### config.mk
export PLATFORM = sky130hd
export DESIGN_NAME = npu_tile_sequencer
export DESIGN_NICKNAME = d
export VERILOG_FILES = /design/src/rtl/npu_tile_sequencer_pkg.sv /design/src/rtl/npu_tile_sequencer.sv
export SDC_FILE = /design/constraint.sdc
export NUM_CORES = 1
export LEC_CHECK = 0
export CAP_MARGIN = 20
export CORE_AREA = 3 3 327 329
export DETAILED_ROUTE_END_ITERATION = 6
export DIE_AREA = 0 0 330 332
export GPL_TIMING_DRIVEN = 0
export PLACE_DENSITY = 0.41
export SETUP_SLACK_MARGIN = 0.1
export SLEW_MARGIN = 25
export SYNTH_ARGS = -nofsm -noshare
export SYNTH_HDL_FRONTEND = slang
export SYNTH_SLANG_ARGS = --single-unit
### constraint.sdc
create_clock -name clk -period 2.85 [get_ports clk]
set_clock_uncertainty 0.2 [all_clocks]
set_input_delay 0.285 -clock clk [delete_from_list [all_inputs] [get_ports clk]]
set_output_delay 0.285 -clock clk [all_outputs]
set_load 0.01 [all_outputs]
### src/rtl/npu_tile_sequencer_pkg.sv
// Shared types and constants for the NPU tile sequencer: the FSM state
// encoding, the bit layout of the header word and the flat-bus element index.
package npu_seq_pkg;

  typedef enum logic [2:0] {
    IDLE,
    LOAD_IN,
    LOAD_WT,
    START,
    WAIT_CALC,
    ACT,
    SEND
  } seq_state_e;

  // Header word layout: tile count, layer type flag, activation enable.
  localparam int HDR_N_LSB     = 0;
  localparam int HDR_N_MSB     = 7;
  localparam int HDR_LAYER_BIT = 8;
  localparam int HDR_ACT_BIT   = 9;

  // Position of element (r,c) on a flat operand bus, in elements.
  // Multiply by the element width to get the bit offset.
  function automatic int elem_idx(input int r, input int c, input int cols);
    return r * cols + c;
  endfunction

endpackage

### src/rtl/npu_tile_sequencer.sv
// NPU tile sequencer: takes a header word, then one input word and one weight
// word per tile from the SPI slave, drives the PE array operands as flat
// buses and steps through start, calculator completion, optional activation
// and result return to SPI.
// Optional build macro: NPU_SEQ_WATCHDOG_EN adds a calculator watchdog that
// aborts to IDLE with error set after TIMEOUT_CYCLES cycles in WAIT_CALC.
module npu_tile_sequencer
  import npu_seq_pkg::*;
#(
  parameter int ROWS           = 4,
  parameter int COLS           = 4,
  parameter int ELEM_W         = 16,
  parameter int RES_W          = 32,
  parameter int TIMEOUT_CYCLES = 1024,
  localparam int WORD_W        = ROWS * COLS * ELEM_W
) (
  input  logic              clk,
  input  logic              reset,
  input  logic              write_en_frm_spi,
  input  logic [WORD_W-1:0] data_in_from_spi,
  input  logic              soft_reset,
  input  logic              calculator_valid,
  input  logic              neuron_ready,
  input  logic [RES_W-1:0]  neuron_result_in,
  input  logic              transmitted,
  output logic              start,
  output logic              layer_type,
  output logic              add_activation,
  output logic [WORD_W-1:0] input_flat,
  output logic [WORD_W-1:0] weight_flat,
  output logic [RES_W-1:0]  neuron_data,
  output logic              load_to_spi,
  output logic              busy,
  output logic [7:0]        tile_idx,
  output logic              error
);

  seq_state_e state;
  logic [7:0] n_tiles;
  logic       act_en;

`ifdef NPU_SEQ_WATCHDOG_EN
  localparam int WD_W = (TIMEOUT_CYCLES > 1) ? $clog2(TIMEOUT_CYCLES) : 1;
  localparam logic [WD_W-1:0] WD_LAST = WD_W'(TIMEOUT_CYCLES - 1);
  logic [WD_W-1:0] wd_cnt;
`else
  // TIMEOUT_CYCLES has no effect without the watchdog; this empty block only
  // keeps the parameter referenced.
  if (TIMEOUT_CYCLES < 1) begin : g_timeout_unused
  end
`endif

  // Sequencer FSM with registered control outputs and operand/result capture.
  always_ff @(posedge clk) begin
    if (reset || soft_reset) begin
      state          <= IDLE;
      n_tiles        <= '0;
      act_en         <= 1'b0;
      start          <= 1'b0;
      layer_type     <= 1'b0;
      add_activation <= 1'b0;
      input_flat     <= '0;
      weight_flat    <= '0;
      neuron_data    <= '0;
      load_to_spi    <= 1'b0;
      busy           <= 1'b0;
      tile_idx       <= '0;
      error          <= 1'b0;
`ifdef NPU_SEQ_WATCHDOG_EN
      wd_cnt         <= '0;
`endif
    end else begin
      // A word arriving while the sequencer is not loading is dropped.
      if (write_en_frm_spi &&
          (state == START || state == WAIT_CALC || state == ACT || state == SEND))
        error <= 1'b1;

      case (state)
        IDLE: begin
          if (write_en_frm_spi) begin
            n_tiles    <= data_in_from_spi[HDR_N_MSB:HDR_N_LSB];
            layer_type <= data_in_from_spi[HDR_LAYER_BIT];
            act_en     <= data_in_from_spi[HDR_ACT_BIT];
            if (data_in_from_spi[HDR_N_MSB:HDR_N_LSB] == 8'd0) begin
              error <= 1'b1;
            end else begin
              tile_idx <= 8'd0;
              busy     <= 1'b1;
              state    <= LOAD_IN;
            end
          end
        end

        LOAD_IN: begin
          if (write_en_frm_spi) begin
            input_flat <= data_in_from_spi;
            state      <= LOAD_WT;
          end
        end

        LOAD_WT: begin
          if (write_en_frm_spi) begin
            weight_flat <= data_in_from_spi;
            start       <= 1'b1;
            state       <= START;
          end
        end

        START: begin
          start <= 1'b0;
`ifdef NPU_SEQ_WATCHDOG_EN
          wd_cnt <= '0;
`endif
          state <= WAIT_CALC;
        end

        WAIT_CALC: begin
          if (calculator_valid) begin
            if (tile_idx < n_tiles - 8'd1) begin
              tile_idx <= tile_idx + 8'd1;
              state    <= LOAD_IN;
            end else if (act_en) begin
              add_activation <= 1'b1;
              state          <= ACT;
            end else begin
              neuron_data <= neuron_result_in;
              load_to_spi <= 1'b1;
              state       <= SEND;
            end
          end
`ifdef NPU_SEQ_WATCHDOG_EN
          else if (wd_cnt == WD_LAST) begin
            error <= 1'b1;
            busy  <= 1'b0;
            state <= IDLE;
          end else begin
            wd_cnt <= wd_cnt + WD_W'(1);
          end
`endif
        end

        ACT: begin
          if (neuron_ready) begin
            neuron_data    <= neuron_result_in;
            add_activation <= 1'b0;
            load_to_spi    <= 1'b1;
            state          <= SEND;
          end
        end

        SEND: begin
          if (transmitted) begin
            load_to_spi <= 1'b0;
            busy        <= 1'b0;
            state       <= IDLE;
          end
        end

        default: begin
          start          <= 1'b0;
          add_activation <= 1'b0;
          load_to_spi    <= 1'b0;
          busy           <= 1'b0;
          state          <= IDLE;
        end
      endcase
    end
  end

endmodule
Word-level counts from Yosys, hierarchy flattened
Cells that the tools add are included.
{"block": "classes", "addsub": 2, "multipliers": 0, "div": 0, "order_cmp": 1, "n_eq_ne": 17, "shift": 0, "muxes": 40, "n_bitwise": 4, "reduce_logical": 23}
{"op": "two-way mux 32 bit", "count": 4}
{"op": "case mux 32 bit (2 select lines)", "count": 1}
{"op": "two-way mux 8 bit", "count": 4}
{"op": "two-way mux 3 bit", "count": 8}
{"op": "case mux 3 bit (7 select lines)", "count": 1}
{"op": "!= test 2 bit (second input constant)", "count": 10}
{"op": "two-way mux 1 bit", "count": 16}
{"op": "case mux 8 bit (2 select lines)", "count": 1}
{"op": "AND reduction 5 bit", "count": 3}
{"op": "OR reduction 5 bit", "count": 3}
{"op": "== test 3 bit (second input constant)", "count": 3}
{"op": "adder 8 x 1 -> 8 bit (second input constant)", "count": 1}
{"op": "zero test 8 bit", "count": 1}
{"op": "< comparator 8 bit", "count": 1}
{"op": "AND reduction 2 bit", "count": 4}
{"op": "subtractor 8 x 1 -> 8 bit (second input constant)", "count": 1}
{"op": "AND reduction 7 bit", "count": 1}
{"op": "== test 3 x 2 -> 1 bit (second input constant)", "count": 2}
{"op": "case mux 1 bit (3 select lines)", "count": 2}
{"op": "AND reduction 6 bit", "count": 1}
{"op": "logical OR 1 bit", "count": 4}
{"op": "inverter 1 bit", "count": 4}
{"op": "case mux 1 bit (4 select lines)", "count": 1}
{"op": "AND reduction 4 bit", "count": 1}
{"op": "other kinds (8)", "count": 9}
{"block": "word_totals", "regBits": 570, "latch_bits": 0, "mem_bits_rw": 0, "rom_bits": 0, "input_bits": 295, "output_inout_bits": 558, "wordCells": 100, "mem_count": 0}

Depth between registers and ports, before layout
{"block": "depth", "word_depth": 9, "ltp_mapped": 12, "depth_no_buf": 11}

Worst setup path after synthesis
Ideal clock, no wire load.
{"block": "synth_path", "kind": "reg-to-reg", "startpoint": "register n_tiles[2]", "endpoint": "register neuron_data[10]", "setup_time_ns": 0.072, "arrival_time_ns": 2.787, "t_required_ns": 2.578, "setup_slack_ns": -0.208, "path_stages_with_launch": 11, "path_buffers": 1, "period_less_slack_ns": 3.058, "path_cell_list": "dfxtp_1 -> or4_1 -> nor4_1 -> xnor2_1 -> ha_1 -> o21ai_0 -> nor2_1 -> or3_4 -> a31oi_4 -> buf_8 -> mux2i_1"}
{"block": "synth_between", "elab_chain_cells": 4}
{"element": "start: declaration", "line_no": "npu_tile_sequencer.sv:39", "text": "logic [7:0] n_tiles;"}
{"element": "start signal: assignment", "line_no": "npu_tile_sequencer.sv:81", "text": "n_tiles <= data_in_from_spi[HDR_N_MSB:HDR_N_LSB];"}
{"element": "subtractor 8 x 1 -> 8 bit", "line_no": "npu_tile_sequencer.sv:119", "text": "if (tile_idx < n_tiles - 8'd1) begin"}
{"element": "< comparator 8 bit", "line_no": "npu_tile_sequencer.sv:119"}
{"element": "!= test 2 bit (no line)"}
{"element": "AND reduction 5 bit (no line)"}
{"element": "end signal: assignment", "line_no": "npu_tile_sequencer.sv:126", "text": "neuron_data <= neuron_result_in;"}
{"element": "end signal: assignment", "line_no": "npu_tile_sequencer.sv:144", "text": "neuron_data <= neuron_result_in;"}
{"element": "end: declaration", "line_no": "npu_tile_sequencer.sv:31", "text": "output logic [RES_W-1:0] neuron_data,"}
No other way between the ends.
A chain may end at the register's enable or synchronous reset.

Worst setup path in the final report
{"block": "layout_path", "startpoint": "register n_tiles[5]", "endpoint": "register neuron_data[12]"}
The elaborated chain is that of the path after synthesis.

==> metrics.yaml <==
yosys:
  synthDominantCellAreaShare_pct: 56.7
  async_flop_share_pct: 0
  synth_area_sq_mm: 0.0201
  seq_area_frac_synth_pct: 56.7
  synth_ff_type: "dfxtp_1"
  ys_types: 39
  ys_top_cells_by_area: "dfxtp_1 (57%), nand2_1 (21%), a21oi_1 (13%), clkbuf_1 (2.5%), mux2i_1 (1.6%)"
  syn_nets: 2850
  yosys_warnings: 0
  synthCells: 2546
  avgSynthCellArea_sq_um: 7.90
  synth-edff-count: 0
  synth_most_common_cell: "nand2_1"
  synthTopCellsByCount: "nand2_1 (1124), dfxtp_1 (570), a21oi_1 (529)"
  ys_ff_latch: 570
  yosys.area.top_type: "dfxtp_1"
global_route:
  antenna_found_initial: 23
  grt_pass1_vias: 20700
  gr-total-overflow: 0
  grt_pass1_wl_mm: 155
  grt_usage_pct: 19.4
  grt_max_degree: 12
clock_tree:
  cts_tree: "built"
  cts_buffer_depth: 3
  cts_sinks: 570
  htreeDepth: 3
  numCtsBuffers: 72
  path_clk_slew_ns: 0.06
  clk_latency_ns: 0.62
  root_buffer: "clkbuf_16"
floorplan:
  placeableCoreArea_sq_mm: 0.104
  start_util_pct: 19.4
  die_h_um: 332
  die_width_um: 330
  ios: 853
  rows: 118
  die-area_sq_mm: 0.110
sta:
  setup_viol: 40
  setup_ws_ns: -0.224
  finalCriticalPeriod_ns: 3.07
  min_period_over_period_pct: 108
  clock.fmax_mhz: 325
  rsz0062_at_grt: "true"
  worst_pin_slew_ns: 0.962
  slew_viol_final: 0
  slew-limit-headroom_pct: 35.8
  tns_ns: -6.28
  finalHoldViolations: 0
layout:
  final_core_util_pct: 33.1
  drive_gt1_share_pct: 6.36
  finalNonFillerCells: 5060
  nets: 3914
  design_area_sq_mm: 0.0343
  areaGrowthSynthToFinish_pct: 70.8
  num-fill-cells: 11100
routing:
  wl_mm: 111
  vias: 21100
  drcViolationCount: 0
  drt_iter0_drc: 997
  wl_per_cell_um: 21.9
  via_per_inst: 4.16
  final_antenna_net_count: 0
  dr.pass1.iters: 5
setup_path:
  worst_ep_arrival_time_ns: 3.41
  path_class: "reg -> reg"
  critPathCaptureType: "register"
  start_kind: "register"
  worstPathMaxFanout: 5
  worstPathRequired_ns: 3.19
hold_path:
  holdCritPathClass: "in -> reg"
placed_design:
  dpl.cell_count: 4778
  hpwl_mm: 86.7
  routabilityCongestion: 0.869
  placement.cell_area_sq_mm: 0.0304
  port_buffers: 852
power_and_ir_drop:
  peakVddDrop_mv: 0.399
  total_power_mw: 18.6
  powerDensity_mw_per_mm2: 540
  p_leak_nw: 11.4
run_status:
  status: "finished, violations left"
  violations: "setup timing"
run:
  drv_cap: 0
-- sequential cells by signal (all words and copies together), names as in the netlist --
name            count
input_flat        256
busy                1
state               3
n_tiles             8
weight_flat       256
error               1
add_activation      1
layer_type          1
neuron_data        32
act_en              1
load_to_spi         1
tile_idx            8
start               1
-- cells in the final DEF (no fill, tap or decap), drive strengths merged, types with 2 or more instances in the layout --
cell type and count:
a211oi 4, a21oi 529, a31oi 4, and2 2, and3 3, buf 69, bufinv 3, clkbuf 246
clkdlybuf4s50 852, clkinv 11, dfxtp 570, diode 18, dlygate4sd3 122, ha 9, inv 7, mux2i 32
nand2 1124, nand3 3, nand4 2, nor2 21, nor3 3, nor4 5, nor4b 2, o211ai 3
o21ai 6, o22ai 2, or2 2, xnor2 12
-- worst paths after layout --
check | depth (start not counted) | from | slack (ns) | endpoint
worst max-delay path | 11 | n_tiles[5]$_SDFFE_PP0P_ | -0.22 | neuron_data[12]$_SDFFE_PP0P_
worst min-delay path | 3 | data_in_from_spi[37] | 0.06 | weight_flat[37]$_SDFFE_PP0P_
worst max register to register | 11 | n_tiles[5]$_SDFFE_PP0P_ | -0.22 | neuron_data[12]$_SDFFE_PP0P_
worst min register to register | 2 | input_flat[111]$_SDFFE_PP0P_ | 0.25 | input_flat[111]$_SDFFE_PP0P_
-- what timing repair did --
action                                  CTS  global route
endpoints found under the hold margin   177             0
pin swaps                                 8             7
resized for setup                        28            47
hold buffers                            122             0
setup buffers                            11             2
endpoints found under the setup margin  391           394
gates cloned                              1             2
-- per-stage QoR --
step	hold slack [ns]	worst slack [ns]
2_1_floorplan	0.213	-0.0455
3_5_place_dp	0.245	-1.06
6_report	0.0560	-0.224
3_3_place_gp	0.241	-1.49
5_1_grt	0.0358	-0.368
4_1_cts	0.00109	-0.248
-- critical path, cell delays in order, from the launching register on --
cell and delay (ns):
dfxtp_2 0.34, or4_4 0.57, nor4_4 0.19, xnor2_2 0.16, ha_1 0.28, o21ai_2 0.09
nor2_2 0.06, or3_4 0.39, a31oi_4 0.21, buf_6 0.16, buf_8 0.12, mux2i_1 0.20
-- metal layers --
layer  track usage [%]  routed length (um)  up-vias
met1              23.0               45000     9797
met2              31.7               52000      636
li1                  -                   -    10400
met3              7.16                9750      182
met4              7.96                4090       12
met5             0.222                 101        -
-- final cells by class --
type / instances / area (sq um) / area share, %
well taps: 1380 / 1730 / 5.03
clock inverters: 16 / 184 / 0.536
clock buffers: 110 / 2130 / 6.20
diodes: 18 / 45.0 / 0.131
flip-flops and latches: 570 / 11400 / 33.2
inverters: 6 / 22.5 / 0.0656
repair buffers: 990 / 9940 / 28.9
plain buffers: 189 / 868 / 2.53
multi-input cells: 1781 / 8010 / 23.3
-- report_power, final --
group	switching, mW	total [mW]	internal [mW]
combinational	0.697	1.36	0.666
clock	3.73	9.14	5.41
sequential	0.0298	8.05	8.02
-- logic make-up after synthesis --
kind of cell / count (synthesis) / synth area share [%]
AOI/OAI and AO/OA: 554 / 14.1
xor gates and xnor gates: 13 / 0.566
adders and majority gates: 9 / 0.560
buffers and inverters: 195 / 4.12
DFF: 570 / 56.7
muxes: 33 / 1.65
and+or+nand+nor: 1172 / 22.3
Note: power is estimated with default switching activity, not from simulation.
